### src/rtl/wave_cacher_pkg.sv
// wave_cacher_pkg
//   Shared constants and types for the wave cacher and its neighbours.
//   Holds the SRAM bus widths, the ring-buffer placement in SRAM (also
//   consumed by the burst-read address generator) and the hold-state
//   encoding used around the SRAM controller's Cacher write slot.
package wave_cacher_pkg;

  localparam int BW_DATA   = 16;
  localparam int BW_ADDR   = 18;
  localparam int FIFO_LOG2 = 3;

  // Ring of 4096 words starting at BASE_ADDR. The low RING_LOG2 bits of
  // BASE_ADDR are zero, so ring addresses are formed by OR, not by adding.
  localparam int                 RING_LOG2 = 12;
  localparam int                 RING_LEN  = 1 << RING_LOG2;
  localparam logic [BW_ADDR-1:0] BASE_ADDR = 18'h3F000;

  // IDLE: presentation registers follow the FIFO every cycle.
  // H1  : the controller is capturing data; the commit happens as H1 ends.
  // H2  : presentation reloads with the next sample as H2 ends.
  typedef enum logic [1:0] {
    HOLD_IDLE = 2'd0,
    HOLD_H1   = 2'd1,
    HOLD_H2   = 2'd2
  } holdState_t;

endpackage

### src/rtl/cacher_fifo.sv
// cacher_fifo
//   Small synchronous show-ahead FIFO holding audio samples until the
//   SRAM controller's next Cacher write slot.
// Ports:
//   Clock, Reset : system clock, asynchronous active-high reset
//   push         : write din this edge (accepted if not full, or if a pop
//                  happens on the same edge)
//   pop          : discard the head entry this edge (ignored when empty)
//   din          : sample to write
//   dout         : current head entry (valid while not empty)
//   level        : current occupancy, 0 .. 2**FIFO_LOG2
//   full, empty  : occupancy flags
module cacher_fifo #(
  parameter int FIFO_LOG2 = 3,
  parameter int DATA_W    = 16
) (
  input  logic                Clock,
  input  logic                Reset,
  input  logic                push,
  input  logic                pop,
  input  logic [DATA_W-1:0]   din,
  output logic [DATA_W-1:0]   dout,
  output logic [FIFO_LOG2:0]  level,
  output logic                full,
  output logic                empty
);

  localparam int DEPTH = 1 << FIFO_LOG2;

  logic [DATA_W-1:0]    mem [DEPTH];
  logic [FIFO_LOG2-1:0] rdPtr;
  logic [FIFO_LOG2-1:0] wrPtr;
  logic                 doPush;
  logic                 doPop;

  assign full  = (level == (FIFO_LOG2+1)'(DEPTH));
  assign empty = (level == '0);

  // A pop frees a slot on the same edge, so a push at full is still taken
  // when it coincides with a pop.
  assign doPop  = pop && !empty;
  assign doPush = push && (!full || doPop);

  assign dout = mem[rdPtr];

  // Storage needs no reset; only the pointers define what is valid.
  always_ff @(posedge Clock) begin
    if (doPush) begin
      mem[wrPtr] <= din;
    end
  end

  // Pointer and occupancy bookkeeping; the pointers wrap naturally.
  always_ff @(posedge Clock or posedge Reset) begin
    if (Reset) begin
      rdPtr <= '0;
      wrPtr <= '0;
      level <= '0;
    end else begin
      if (doPush) begin
        wrPtr <= wrPtr + FIFO_LOG2'(1);
      end
      if (doPop) begin
        rdPtr <= rdPtr + FIFO_LOG2'(1);
      end
      case ({doPush, doPop})
        2'b10:   level <= level + (FIFO_LOG2+1)'(1);
        2'b01:   level <= level - (FIFO_LOG2+1)'(1);
        default: level <= level;
      endcase
    end
  end

endmodule

### src/rtl/wave_cacher.sv
// wave_cacher
//   Buffers incoming audio samples and feeds the SRAM controller's single
//   per-frame wave-write slot (the Cacher port). Samples are written into
//   a ring of 2**RING_LOG2 words at BASE_ADDR; HeadAddr tells the
//   burst-read/spectrum path where the newest committed sample lives.
// Ports:
//   Clock, Reset  : system clock, asynchronous active-high reset
//   SampleValid   : one-cycle strobe, SampleIn is valid
//   SampleIn      : audio sample
//   WrSlot        : controller selects the Cacher address this cycle and
//                   captures the data the following cycle
//   WrAddrCacher  : registered SRAM write address for the controller
//   DataCacher    : registered SRAM write data for the controller
//   HeadAddr      : address of the most recently committed fresh sample
//   FifoLevel     : current sample FIFO occupancy
//   Overflow      : sticky, a sample was dropped because the FIFO was full
//   ClearOverflow : synchronous clear of Overflow (a same-edge drop wins)
module wave_cacher #(
  parameter int                 BW_DATA   = wave_cacher_pkg::BW_DATA,
  parameter int                 BW_ADDR   = wave_cacher_pkg::BW_ADDR,
  parameter int                 FIFO_LOG2 = wave_cacher_pkg::FIFO_LOG2,
  parameter int                 RING_LOG2 = wave_cacher_pkg::RING_LOG2,
  parameter logic [BW_ADDR-1:0] BASE_ADDR = wave_cacher_pkg::BASE_ADDR
) (
  input  logic                 Clock,
  input  logic                 Reset,
  input  logic                 SampleValid,
  input  logic [BW_DATA-1:0]   SampleIn,
  input  logic                 WrSlot,
  output logic [BW_ADDR-1:0]   WrAddrCacher,
  output logic [BW_DATA-1:0]   DataCacher,
  output logic [BW_ADDR-1:0]   HeadAddr,
  output logic [FIFO_LOG2:0]   FifoLevel,
  output logic                 Overflow,
  input  logic                 ClearOverflow
);

  import wave_cacher_pkg::*;

  holdState_t           holdState;
  logic                 fresh;
  logic [RING_LOG2-1:0] wrPtr;
  logic [RING_LOG2-1:0] prevPtr;
  logic [BW_DATA-1:0]   lastData;
  logic [BW_DATA-1:0]   fifoHead;
  logic                 fifoFull;
  logic                 fifoEmpty;
  logic                 commitNow;
  logic                 dropNow;
  logic                 loadPres;
  logic [BW_ADDR-1:0]   freshAddr;
  logic [BW_ADDR-1:0]   rewriteAddr;

  cacher_fifo #(
    .FIFO_LOG2 (FIFO_LOG2),
    .DATA_W    (BW_DATA)
  ) sampleFifo (
    .Clock (Clock),
    .Reset (Reset),
    .push  (SampleValid),
    .pop   (commitNow),
    .din   (SampleIn),
    .dout  (fifoHead),
    .level (FifoLevel),
    .full  (fifoFull),
    .empty (fifoEmpty)
  );

  // The ring base has zero low bits, so OR-ing the pointer in is enough.
  // Before the first commit wrPtr is 0, so prevPtr is the last ring word
  // and the idle rewrite goes there with zero data.
  assign prevPtr     = wrPtr - RING_LOG2'(1);
  assign freshAddr   = BASE_ADDR | BW_ADDR'(wrPtr);
  assign rewriteAddr = BASE_ADDR | BW_ADDR'(prevPtr);

  // The presented word is committed as H1 ends, after the controller has
  // taken both address and data. A fresh word implies a non-empty FIFO.
  assign commitNow = (holdState == HOLD_H1) && fresh;
  assign dropNow   = SampleValid && fifoFull && !commitNow;

  // The outputs freeze at the edge ending the WrSlot cycle and the edge
  // ending H1, so they stay put across address select and data capture.
  assign loadPres = ((holdState == HOLD_IDLE) && !WrSlot) ||
                    (holdState == HOLD_H2);

  // Hold sequencing, presentation registers, commit and overflow tracking.
  // An empty FIFO presents a rewrite of the last committed word because
  // the controller writes every frame whether or not we have new data.
  always_ff @(posedge Clock or posedge Reset) begin
    if (Reset) begin
      holdState    <= HOLD_IDLE;
      WrAddrCacher <= BASE_ADDR;
      DataCacher   <= '0;
      fresh        <= 1'b0;
      HeadAddr     <= BASE_ADDR;
      lastData     <= '0;
      wrPtr        <= '0;
      Overflow     <= 1'b0;
    end else begin
      case (holdState)
        HOLD_IDLE: if (WrSlot) holdState <= HOLD_H1;
        HOLD_H1:   holdState <= HOLD_H2;
        HOLD_H2:   holdState <= HOLD_IDLE;
        default:   holdState <= HOLD_IDLE;
      endcase

      if (loadPres) begin
        if (!fifoEmpty) begin
          WrAddrCacher <= freshAddr;
          DataCacher   <= fifoHead;
          fresh        <= 1'b1;
        end else begin
          WrAddrCacher <= rewriteAddr;
          DataCacher   <= lastData;
          fresh        <= 1'b0;
        end
      end

      if (commitNow) begin
        HeadAddr <= WrAddrCacher;
        lastData <= DataCacher;
        wrPtr    <= wrPtr + RING_LOG2'(1);
      end

      if (dropNow) begin
        Overflow <= 1'b1;
      end else if (ClearOverflow) begin
        Overflow <= 1'b0;
      end
    end
  end

endmodule

### config.mk
export PLATFORM = sky130hd
export DESIGN_NAME = wave_cacher
export DESIGN_NICKNAME = d
export VERILOG_FILES = /design/src/rtl/wave_cacher_pkg.sv /design/src/rtl/cacher_fifo.sv /design/src/rtl/wave_cacher.sv
export SDC_FILE = /design/constraint.sdc
export NUM_CORES = 1
export LEC_CHECK = 0
export CELL_PAD_IN_SITES_DETAIL_PLACEMENT = 1
export CELL_PAD_IN_SITES_GLOBAL_PLACEMENT = 2
export CORE_ASPECT_RATIO = 1.2
export CORE_MARGIN = 2
export CORE_UTILIZATION = 41
export DETAILED_ROUTE_END_ITERATION = 16
export GPL_TIMING_DRIVEN = 0
export PLACE_DENSITY_LB_ADDON = 0.1
export SLEW_MARGIN = 10
export SYNTH_ARGS = -nofsm -noshare
export SYNTH_HDL_FRONTEND = slang
export SYNTH_SLANG_ARGS = --single-unit
### constraint.sdc
create_clock -name Clock -period 3.8 [get_ports Clock]
set_clock_uncertainty 0.15 [all_clocks]
set_input_delay 0.76 -clock Clock [delete_from_list [all_inputs] [get_ports Clock]]
set_output_delay 0.76 -clock Clock [all_outputs]
set_load 0.03 [all_outputs]
======== Yosys cells after proc, flatten, opt, wreduce, memory -nomap -nowiden ========
Memories as Yosys holds them, arrays and structs flattened.
Index checks and enable logic that the tools add are counted.
storage, ports and cells
  bits in registers ....................... 94
  bits in writable memories ............... 128
  input port bits ......................... 21
  word-level logic and storage cells ...... 50
  memories ................................ 1
memories
  memory          depth  bits a word  read ports  clocked after memory_dff  write ports  line               RTL
  sampleFifo.mem  8      16           1           0                         1            cacher_fifo.sv:30  logic [DATA_W-1:0] mem [DEPTH];
cells by class
  add/subtract/negate cells ............... 6
  equality and inequality tests ........... 6
  multiplexer cells ....................... 10
  reductions and logical operators ........ 16
operator list
  kind                   count
  $mux 16                1
  $add 12x1->12 const B  1
  $mux 12                1
  $sub 12x1->12 const B  1
  $pmux 4 s2             1
  $add 3x1->3 const B    2
  $logic_and 1x1->1      6
  $mux 1                 5
  $add 4x1->4 const B    1
  $eq 2x1->1 const B     2
  $eq 2x2->1 const B     2
  $eq 4x4->1 const B     1
  $logic_not 1->1        4
  $logic_not 4->1        1
  $pmux 2 s2             1
  $reduce_bool 2->1      2
  $sub 4x1->4 const B    1
  $logic_not 2->1        1
  $logic_or 1x1->1       2
  $mux 2                 1
  $ne 2x2->1 const B     1

======== Logic depth before layout (Yosys ltp) ========
Gate-level depths: netlist of run 1.
  depth after elaboration ................. 7
  mapped depth ............................ 9

======== Hierarchy ========
From an unflattened synthesis of run 1, not the netlist that was laid out.
second synthesis, totals
  cell total of the unflattened synthesis .. 592
  area, all modules ....................... 8720.9 um^2
by module, submodules not included
  module       times used  cells an instance  area an instance (um^2)  seq. area each (um^2)
  cacher_fifo  1           258                5536.6                   4093.9
  wave_cacher  1           334                3184.3                   1801.7

======== Least setup slack after synthesis of run 1 ========
Ideal clock, no wire load.
  path kind ............................... input to register
  start ................................... input SampleValid
  end ..................................... memory sampleFifo.mem[0][0] (enable)
  setup time .............................. 409 ps
  arrival time ............................ 2528 ps
  required time ........................... 3241 ps
  setup slack ............................. 713 ps
  stages .................................. 4
  path buffers ............................ 1
  path through ............................ clkbuf_1 > o21a_1 > nand2b_1 > nor3_1
between the ends
  longest elaborated chain between the ends .. 3
RTL lines
  item                          line               RTL
  from (decl)                   wave_cacher.sv:27  input logic SampleValid,
  $logic_and 1x1->1             cacher_fifo.sv:42  assign doPush = push && (!full || doPop);
  $mux 1                        cacher_fifo.sv:48  if (doPush) begin
  $mux 1 (not written as such)  cacher_fifo.sv:49  mem[wrPtr] <= din;
  to (decl)                     cacher_fifo.sv:30
Every way passes these cells.

======== Final worst setup path of run 1 ========
  start ................................... register sampleFifo.level[1]
  end ..................................... register sampleFifo.level[2]
between the ends
  longest elaborated chain between the ends .. 7
  elaborated cells between the ends (all ways) .. 13
RTL lines
  item                                             line               RTL
  from (decl)                                      cacher_fifo.sv:23  output logic [FIFO_LOG2:0] level,
  from (signal assigned)                           cacher_fifo.sv:67  2'b10: level <= level + (FIFO_LOG2+1)'(1);
  from (signal assigned)                           cacher_fifo.sv:68  2'b01: level <= level - (FIFO_LOG2+1)'(1);
  from (signal assigned)                           cacher_fifo.sv:69  default: level <= level;
  $logic_not 4->1                                  cacher_fifo.sv:37  assign empty = (level == '0);
  $logic_not 1->1                                  cacher_fifo.sv:41  assign doPop = pop && !empty;
  $logic_and 1x1->1                                cacher_fifo.sv:41
  $logic_or 1x1->1                                 cacher_fifo.sv:42
  $logic_and 1x1->1                                cacher_fifo.sv:42
  $eq 2x1->1 or $eq 2x2->1 (tied branches)         cacher_fifo.sv:66  case ({doPush, doPop})
  $pmux 4 s2 or $reduce_bool 2->1 (tied branches)  n/a
Parallel ways exist; a longest one is shown, timed or not.
A chain may end at the register's enable or synchronous reset.

==> run summary, run 1 <==
The count of nets after finishing came out at 739. After routing the design area is 10500 µm². The data required time at the worst endpoint came out at 4070 ps. The total wirelength of the detailed-routed design came out at 19800 µm. The run finished with clean final reports. In this run the power density over the cells is 791 nW/µm². The CTS sink count is 210.

The final cell count without fillers came out at 994. The number of hold violations in the final report came to 0. The data arrival time of the critical path came out at 3150 ps. Counting flops with an async set or reset pin after synthesis yields a share of 39.0%. The tightest min-delay check is of the reg2reg type. Hold is met by 316 ps. The post-cts sizing count came out at 0. The register bit total from synthesis is 210. The number of setup violations in the final report is 0. The number of warnings printed during yosys synthesis is 0. Summing every instance area after synthesis gives 8560 µm².

The hold buffer count at CTS is 0. The number of diodes added for antenna fixing came out at 0. Clock-pin slew was measured on the worst setup and hold paths at 60 ps.

The length in cells of the worst reg-to-reg path came out at 9. The sequential fraction of the synthesis area came out at 68.9%. The number of distinct library cells after synthesis is 46. The worst setup path is launched from a flop.

The most used cell along the critical path is sky130_fd_sc_hd__nand2_1. The number of antenna violations at the first check in global routing was 0. The slew at the pin closest to its max-slew limit came out at 747 ps. The highest achievable clock rate is 347 MHz. The placed cell count is 953. The biggest fanout along the worst timing path came out at 10. Grouping stages by cell kind, the critical path spends the most delay in simple AND/OR/NAND/NOR gates. Setup repair after global routing left no endpoint under its margin. The count of maximum capacitance violations is 0. In this run, CTS created clock tree buffers numbering 23. Leaving out fill and tap cells, the most frequent cells in the layout are sky130_fd_sc_hd__nand2_1, sky130_fd_sc_hd__edfxtp_1, sky130_fd_sc_hd__dfrtp_1. The synthesized area per cell came out at 14.2 µm². The setup fix buffers added after clock tree synthesis is 0. The hold path depth came out at 1. The detailed placement HPWL came out at 14300 µm.

CTS built an H-tree with a depth of 1. The number of design-rule violations left by the first detailed-router iteration came out at 278. Clock latency on the worst-skew pair, taken at its later pin, is 500 ps. The library cell used most frequently in the layout, excluding fill and tap cells, is sky130_fd_sc_hd__nand2_1. The total chip power came out at 8.30 mW. The clock tree from TritonCTS is done. The fraction of final layout cells with drive strength greater than 1 is 15.5%. Global routing finished with a remaining overflow of 0.

In this run the tool buffered the top-level ports with 64 buffer cells. The count of mapped cells out of synthesis is 602. The maximum number of buffers from clock root to sink came out at 3. Yosys mapped a number of flops with a built-in enable equal to 128. The critical path depth came out at 9. The type of destination of the critical path is a flop. The cell leakage power is 3.93 nW. The final-report max-slew violation count came out at 0. The routability congestion estimate from global placement came out at 0.746. Summing over every cut layer, the via total after detailed routing is 5126. In this run the clock root is driven by a sky130_fd_sc_hd__clkbuf_16. For this design, the slowest cell found on the critical path is sky130_fd_sc_hd__nor4_4. The count of nets left with antenna violations once routing finished came out at 0. For this run, the detailed router's first-pass iteration total came to 4.

On the worst path, the slowest cell contributes a delay of 690 ps. The overall track demand over capacity in global routing is 18.7%. The core area came out at 20400 µm².

The I/O pin count is 78. In this run the vertical extent of the chip is 162 µm. The floorplan step defined a die boundary enclosing 22000 µm². Relative to the synthesized area, the layout overhead comes to 22.7%. Headroom to the max-slew limit came out at 49.8%. In the routed design, unresolved DRC markers number 0.

The worst path needs 2880 ps of the cycle, external delays included. Dividing the final minimum period by the clock period gives 75.8%. The number of global-route vias before repair came out at 5677.

The floorplan row count came out at 57. Once placement finished, the instance area stood at 9750 µm². The starting density of the core came out at 42.0%.

Adding up every negative setup slack in the final design gives 0 ps. The routed via count divided by cell count is 5.16. VDD sags by at most 0.000369 V. The floorplan step set the die width to 136 µm. Walking the worst path, the cells encountered are buf_2, nor4_4, clkbuf_1, o31ai_1, nand2_1, ha_1, nand2_1, o22ai_1, xor2_1. The first-pass GRT wire length is 31700 µm. In the synthesized netlist the dominant register cell turns out to be sky130_fd_sc_hd__edfxtp_1.

The routed wirelength normalized by instance count is 19.9 µm. The largest net degree at the start of global routing came out at 49. The number of buffer and inverter stages on the critical path is 2. The worst setup path is of the reg2reg kind.
-- synth_stat cells (5+ instances only) --
cell                         n  area, µm²
sky130_fd_sc_hd__nand2_1   129        484
sky130_fd_sc_hd__edfxtp_1  128       3840
sky130_fd_sc_hd__dfrtp_1    82       2050
sky130_fd_sc_hd__o21ai_0    43        215
sky130_fd_sc_hd__mux4_2     32        721
sky130_fd_sc_hd__clkbuf_1   26       97.6
sky130_fd_sc_hd__nor2b_1    19        119
sky130_fd_sc_hd__a211oi_1   16        120
sky130_fd_sc_hd__nor2_1     16       60.1
sky130_fd_sc_hd__xnor2_1    14        123
sky130_fd_sc_hd__buf_4      12       90.1
sky130_fd_sc_hd__xor2_1     10       87.6
sky130_fd_sc_hd__buf_2       6       30.0
sky130_fd_sc_hd__or4_1       6       45.0
sky130_fd_sc_hd__ha_1        5       62.6
sky130_fd_sc_hd__inv_1       5       18.8
sky130_fd_sc_hd__nand4_1     5       31.3
sky130_fd_sc_hd__nor3_1      5       25.0
-- metal layers --
metal / vias to the layer above / wire length (µm) / track usage (%)
li1: 2392 / - / -
met1: 2622 / 7720 / 22.4
met2: 86 / 11000 / 35.3
met3: 26 / 727 / 2.47
met4: 0 / 341 / 4.78
met5: - / 0 / 0
-- kinds of logic after synthesis --
kind of cell,synth area share [%]
DFF,68.9
and+or+nand+nor,10.8
AOI/OAI and AO/OA,5.10
buffers and inverters,2.98
muxes,8.93
xor gates and xnor gates,2.46
adders and majority gates,0.731
other,0.0438
-- stage by stage --
stage | setup slack, ps | utilization (%)
2_1_floorplan | 713 | -
3_3_place_gp | -619 | 46.9
3_5_place_dp | 828 | 47.8
4_1_cts | 821 | 51.5
5_1_grt | 636 | 51.5
6_report | 921 | 51.5
-- path summary, 6_finish.rpt --
path                                          start                   to  slack [ps]
worst max register to register  sampleFifo.level[1]  sampleFifo.level[2]         920
min in group asynchronous                     Reset       DataCacher[15]         490
worst min register to register         holdState[1]         holdState[1]         320
worst max-delay path            sampleFifo.level[1]  sampleFifo.level[2]         920
max in group asynchronous                     Reset             wrPtr[0]        2400
worst min-delay path                   holdState[1]         holdState[1]         320
-- worst register-to-register path, cell delays in order, from the launching register on --
cell and delay (ps):
sky130_fd_sc_hd__dfrtp_1 390, sky130_fd_sc_hd__buf_2 180, sky130_fd_sc_hd__nor4_4 690, sky130_fd_sc_hd__clkbuf_1 540, sky130_fd_sc_hd__o31ai_1 150, sky130_fd_sc_hd__nand2_1 100
sky130_fd_sc_hd__ha_1 170, sky130_fd_sc_hd__nand2_1 70, sky130_fd_sc_hd__o22ai_1 210, sky130_fd_sc_hd__xor2_1 160
-- state kept, by name, summed over array words and instances (netlist names) --
name	count
sampleFifo.mem	128
DataCacher	16
lastData	16
HeadAddr	12
WrAddrCacher	12
wrPtr	12
sampleFifo.level	4
sampleFifo.rdPtr	3
sampleFifo.wrPtr	3
holdState	2
Overflow	1
fresh	1
-- area by class of cell --
type / instances / area [µm²]
fillers: 2046 / 9900
flip-flops and latches: 210 / 5900
multi-input cells: 351 / 2470
repair buffers: 75 / 788
clock buffers: 32 / 629
well taps: 265 / 332
plain buffers: 47 / 236
clock inverters: 9 / 121
inverters: 5 / 21.3
-- where the power goes --
part           internal, mW  switching [mW]  total [mW]
sequential             2.97           0.322        3.30
combinational          1.16            1.62        2.78
clock                  1.36           0.867        2.22
total                  5.49            2.81        8.30
Power figures use the tool's default switching activity.
==> inputs of run 2 (changes only) <==
Settings changed: CORE_UTILIZATION 41 to 37.
Clock period 3.8 ns to 2.44 ns, I/O delays scaled along.
==> run 2 against run 1 <==
Against the previous run: critical path depth shrank 4; sequential share of layout area is 0.86 points lower; die area increased by 11%; via count shrank 0.76%; largest cell class unchanged; register-to-register slack got worse by 780 ps; clock power increased by 57%; routed wire length is 1.1% higher; cell count increased by 4.3%; total power is 57% higher; fmax increased by 25%; global-route usage shrank 1.7 points; combinational power is 56% higher.
==> run summary, run 2 (synthesis results as in run 1) <==
The total negative slack for setup checks is 0 ps (unchanged). The clock tree from TritonCTS is done (unchanged). The worst hold path class is in2async (was reg2reg).

The data arrival time of the critical path is 2530 ps (was 3150 ps). The endpoint of the lowest-slack register-to-register path was DataCacher[11] (was sampleFifo.level[2]). Worst path cell trace: buf_4, mux4_2, nor2b_1, a211oi_1, o21ai_0 (was buf_2, nor4_4, clkbuf_1, o31ai_1, nand2_1, ha_1, nand2_1, o22ai_1, xor2_1). The source of the critical timing path is sampleFifo.rdPtr[0] (was sampleFifo.level[1]). The type of the worst setup path is reg2reg (unchanged).

The flip-flop and latch area came out at 5900 µm² (about the same). The worst slew margin relative to its limit came out at 58.9% (was 49.8%). The CTS clock-pin slew for the worst setup and hold paths is 60 ps (about the same). The routed via count divided by cell count is 4.91 (was 5.16). The clock root buffer is sky130_fd_sc_hd__clkbuf_16 (unchanged).

The kind of launch point of the worst setup path is a flop (unchanged). The length in cells of the worst reg-to-reg path was 5 (was 9). The first-pass GRT wire length came out at 31700 µm (about the same). The count of TritonRoute iterations in the first routing pass is 4 (unchanged). The flip-flop count of the largest register after layout came out at 128 (unchanged).

Highest-count cells in the layout ignoring fill and taps: sky130_fd_sc_hd__nand2_1, sky130_fd_sc_hd__edfxtp_1, sky130_fd_sc_hd__dfrtp_1 (unchanged). The worst slack after detailed placement came out at -463 ps (was 828 ps). The post-layout worst setup margin is 139 ps (was 921 ps). The highest achievable clock rate came out at 435 MHz (was 347 MHz).

The worst vdd rail ir drop came out at 0.000564 V (was 0.000369 V). The overall via count from detail_route is 5087 (was 5126). The post-route antenna net violation count is 0 (unchanged). Setup repair after global routing missed its margin: no (unchanged). The routed wirelength normalized by instance count came out at 19.3 µm (was 19.9 µm). The number of global-route vias before repair was 5537 (was 5677). The starting density of the core came out at 37.9% (was 42.0%). The data required time at the worst endpoint came out at 2670 ps (was 4070 ps). The final critical-path share of the clock period is 94.3% (was 75.8%).

The smallest hold slack is 190 ps (was 316 ps). The routability congestion estimate from global placement is 0.729 (was 0.746). The number of setup violations in the final report came out at 0 (unchanged). The fraction of final layout cells with drive strength greater than 1 is 17.5% (was 15.5%). The count of maximum capacitance violations came to 0 (unchanged). The fill cell instance count of the final layout came to 2255 (was 2046). The area overhead of the layout relative to synthesis came out at 24.6% (was 22.7%).

The horizontal extent of the die came to 143 µm (was 136 µm). The die span in y came out at 171 µm (was 162 µm). The total congestion overflow after global routing is 0 (unchanged).

The count of nets after finishing was 737 (was 739). The delay contributed by the slowest stage of the critical path is 530 ps (was 690 ps). The area enclosed by the die boundary came out at 24400 µm² (was 22000 µm²).

The I/O pin count came out at 78 (unchanged). The clock latency on the worst-skew pair is 510 ps (was 500 ps). The number of diodes added for antenna fixing is 0 (unchanged).

The detailed placement HPWL is 14200 µm (was 14300 µm). The number of hold violations in the final report is 0 (unchanged). The final-report max-slew violation count is 0 (unchanged).

The master of the slowest instance on the critical path was sky130_fd_sc_hd__mux4_2 (was sky130_fd_sc_hd__nor4_4). The post-route DRC violation count came to 0 (unchanged). The core area came out at 22600 µm² (was 20400 µm²).

The biggest fanout along the worst timing path is 10 (unchanged). The placed cell count is 997 (was 953). The startpoint of the lowest-slack register-to-register path is sampleFifo.rdPtr[0] (was sampleFifo.level[1]). The maximum number of buffers from clock root to sink is 3 (unchanged). The final cell count without fillers came out at 1037 (was 994). The minimum clock period is 2300 ps (was 2880 ps). Status: complete, no violations (unchanged).

The number of design-rule violations left by the first detailed-router iteration came out at 311 (was 278). The CTS sink count is 210 (unchanged). The number of antenna violations at the first check in global routing is 0 (unchanged).

The area of combinational cells with multiple inputs was 2550 µm² (was 2470 µm²). The CTS H-tree depth is 1 (unchanged). The floorplan row count is 60 (was 57).

The register ranked first by flip-flop count was sampleFifo.mem (unchanged). The largest net degree at the start of global routing was 36 (was 49). The slew at the pin closest to its max-slew limit came out at 616 ps (was 747 ps). The cell leakage power is 4.00 nW (was 3.93 nW).

The overall track demand over capacity in global routing was 17.1% (was 18.7%). Registers with the highest flip-flop counts: sampleFifo.mem (128), DataCacher (16), lastData (16) (unchanged). The power density over the cells is 1220 nW/µm² (was 791 nW/µm²).

The slack of the worst reg-to-reg path is 140 ps (was 920 ps). The total wirelength of the detailed-routed design came out at 20000 µm (was 19800 µm). The total clock buffers created by CTS came to 23 (unchanged). The type of destination of the critical path is a flop (unchanged).

The count of input and output buffers came out at 64 (unchanged).
run 2: changes by cell type in the layout (fill, tap and decap cells not counted), sizes merged:
cell and delta:
clkbuf -3, clkdlybuf4s50 -3, clkinvlp +3, clkinv -2
dlymetal6s2s +2, dlygate4sd2 +1
run 2: critical path: cells and delay by family (launching register included):
family / cells / cell delay [ps]
compound gates: 2 / 550
buf+inv: 1 / 300
flops: 1 / 490
mux: 1 / 530
simple gates: 1 / 140
run 2: worst max path at each step:
stage / to / cells after the start
detailed placement: sampleFifo.level[2] / 9
global route: DataCacher[11] / 5
CTS: FifoLevel[2] / 1
global placement: sampleFifo.mem[4][7] / 5
floorplan: sampleFifo.mem[6][0] / 5
finish: DataCacher[11] / 5
run 2: routing by layer:
layer,vias to the layer above,wire (µm),global-route usage [%]
li1,2391,-,-
met1,2569,8110,20.3
met2,95,10800,31.6
met3,32,707,2.71
met4,0,455,5.12
met5,-,0,0
run 2: cell type report:
cell class	count	area share (%)
Timing Repair Buffer	76	7.61
Sequential cell	210	55.3
Buffer	44	2.26
Clock buffer	31	5.87
Tap cell	310	3.64
Clock inverter	10	1.22
Inverter	5	0.211
Multi-Input combinational cell	351	23.9
run 2: report_power, final:
part           total [mW]  internal [mW]  switching [mW]
sequential           5.22           4.63           0.594
clock                3.48           2.11            1.37
combinational        4.34           1.85            2.49
total                13.0           8.59            4.46
run 2: metrics by stage:
stage | total power, mW | utilization, % | instance area (µm²)
after floorplan | 7.86 | - | 8610
after global placement | 9.41 | 42.7 | 9640
after detailed placement | 9.66 | 43.5 | 9820
after CTS | 13.3 | 47.1 | 10600
after global routing | 13.8 | 47.2 | 10700
final | 13.0 | 47.2 | 10700
run 2: repair_timing:
action | 4_1_cts | 5_1_grt
pin swaps | 1 | 0
gates resized for setup | 19 | 13
setup endpoints to repair | 137 | 90
buffers inserted | 1 | 1
hold buffers | 0 | 0
==> RTL edit, RTL diff (flow settings as in run 2) <==
Change the package constant `RING_LOG2` from 12 to 13.
--- a/src/rtl/wave_cacher_pkg.sv
+++ b/src/rtl/wave_cacher_pkg.sv
@@ -12,5 +12,5 @@
   // Ring of 4096 words starting at BASE_ADDR. The low RING_LOG2 bits of
   // BASE_ADDR are zero, so ring addresses are formed by OR, not by adding.
-  localparam int                 RING_LOG2 = 12;
+  localparam int                 RING_LOG2 = 13;
   localparam int                 RING_LEN  = 1 << RING_LOG2;
   localparam logic [BW_ADDR-1:0] BASE_ADDR = 18'h3F000;
Function: no difference found for any inputs over 10 cycles, from zero or initial values and one cycle with Reset high; that may be too few to reach the edited logic, so the function may still have changed.
==> RTL edit against run 2 <==
Power fell by 1.6%; sequential cell count did not move; wire length increased by 1.5%; final cell count increased by 1.1%; area after synthesis is 0.72% higher; non-clock buffer count increased by 11; final area is 0.52% higher; worst setup slack got worse by 0.013 ns; critical endpoint is now sampleFifo.mem[6][10]$_DFFE_PP_; largest power group unchanged.
==> RTL edit: results (changes against run 2) <==
stage;metric;value;unit;change
setup_path;CP Data Arrival Time;2.38;ns;-0.15 ns
grt;met2 Usage GRT;31.1;%;-0.57 points
grt;via count of the first global-routing pass;5434;;-1.9%
routing;initial drt markers;181;;-42%
setup_path;R2R Path Start;holdState[1]$_DFFE_PP0N_;;
power_and_ir_drop;maximum vdd ir drop;0.559;mV;-0.79%
placement;number of placed cells counting well taps;1001;;+0.40%
routing;met2 routed WL;10900;um;+0.94%
finish;Repair and plain buffers;131;;+9.2%
placement;Detail Placement HPWL;14300;um;+0.27%
finish;multi-input combinational gate total;349;;-0.57%
finish;data-path buffer share of cell area in the final layout;11.4;%;+1.5 points
yosys;fraction of synthesis flops using an asynchronous set or reset pin;39.0;%;unchanged
grt;first-pass GRT wire length;31700;um;+0.13%
routing;routed vias/inst;4.87;;-0.66%
grt;met3 capacity usage during global routing;3.06;%;+0.35 points
grt;maximum number of pins on one net before global-route repair;35;;-2.8%
setup_path;peak per-stage delay on the critical path;0.41;ns;-0.12 ns
hold_path;Hold/Removal Path Class;in -> reg;;
placement;Post-Place Setup Slack;-0.337;ns;+0.126 ns
routing;Routed Wire Length;20300;um;+1.5%
power_and_ir_drop;reported leakage power;4.03;nW;+0.77%
timing;period utilization;94.8;%;+0.52 points
outcome;run status;complete, no violations;;
finish;clock distribution area overhead in the final layout;6.01;%;-1.1 points
finish;total of fill cells in the finished design;2329;;+3.3%
grt;total track usage;17.0;%;-0.029 points
finish;sequential standard cell area;5900;um2;about the same
finish;Net count, final;745;;+1.1%
placement;placer's final routability congestion estimate;0.758;;+4.0%
finish;multi-input logic portion of the cell area;23.7;%;-0.19 points
timing;measured slew at the worst slew-check pin;0.771;ns;+0.155 ns
power_and_ir_drop;net switching share of the total power;35.1;%;+0.93 points
yosys;Seq/Total Area, Yosys;68.4;%;-0.49 points
setup_path;FF-to-FF path depth;6;;+1
routing;met3 routed wirelength;807;um;+14%
routing;Met1 Wirelength;8310;um;+2.5%
grt;GR Util met1;20.8;%;+0.52 points
clocking;number of buffers added by the clock tree synthesis step;22;;-4.3%
yosys;synthesized area per cell;14.3;um2;+0.88%
yosys;commonest cells in the netlist;sky130_fd_sc_hd__edfxtp_1 (128), sky130_fd_sc_hd__nand2_1 (126), sky130_fd_sc_hd__dfrtp_1 (82);;
finish;clock buffer instance count of the final layout;26;;-16%
setup_path;Critical path destination;sampleFifo.mem[6][10]$_DFFE_PP_;;
finish;ratio of cells with drive above 1 in the final layout;18.1;%;+0.68 points
setup_path;cell family contributing the most delay on the critical path;simple AND/OR/NAND/NOR gates;;
yosys;leading post-synthesis cells by cell area;sky130_fd_sc_hd__edfxtp_1 (45%), sky130_fd_sc_hd__dfrtp_1 (24%), sky130_fd_sc_hd__mux4_2 (8.4%);;
RTL edit: timing repair:
item	CTS	global route
gates resized for setup	7	13
pin swaps	3	4
gates cloned	0	0
setup buffers	5	5
setup endpoints to repair	116	87
RTL edit: worst min-delay path by stage:
stage                        startpoint                       end  slack [ns]  cells past startpoint
2_1_floorplan  holdState[1]$_DFFE_PP0N_  holdState[1]$_DFFE_PP0N_        0.28                      1
4_1_cts                     SampleValid      Overflow$_DFFE_PP0P_        0.19                      3
5_1_grt                     SampleValid      Overflow$_DFFE_PP0P_        0.23                      3
3_5_place_dp    lastData[7]$_DFFE_PP0N_   lastData[7]$_DFFE_PP0N_        0.31                      2
6_report                    SampleValid      Overflow$_DFFE_PP0P_        0.20                      3
3_3_place_gp   holdState[1]$_DFFE_PP0N_  holdState[1]$_DFFE_PP0N_        0.30                      1
RTL edit: power by group through the flow:
stage               Sequential, mW  Combinational (mW)  Clock (mW)
finish                        5.17                4.59        3.07
global route                  5.27                5.03        3.30
CTS                           5.18                4.63        3.16
detailed placement            5.25                4.55           0
global placement              5.20                4.35           0
floorplan                     5.67                2.32           0
RTL edit: per-stage QoR:
stage / util, % / area (um2) / TNS (ns) / total power [mW]
after detailed placement: 42.9 / 9890 / -21.64 / 9.80
after CTS: 46.1 / 10600 / -5.59 / 13.0
after floorplan: - / 8670 / -1.74 / 7.99
after global routing: 46.5 / 10700 / 0 / 13.6
after global placement: 42.1 / 9710 / -116.07 / 9.55
final: 46.5 / 10700 / 0 / 12.8
RTL edit: kinds of logic after synthesis:
family,share of synthesized area (%)
other,0.0435
muxes,8.87
AOI/OAI and AO/OA,5.10
xor gates and xnor gates,2.64
DFF,68.4
adders and majority gates,0.726
buffers and inverters,3.47
and+or+nand+nor,10.7
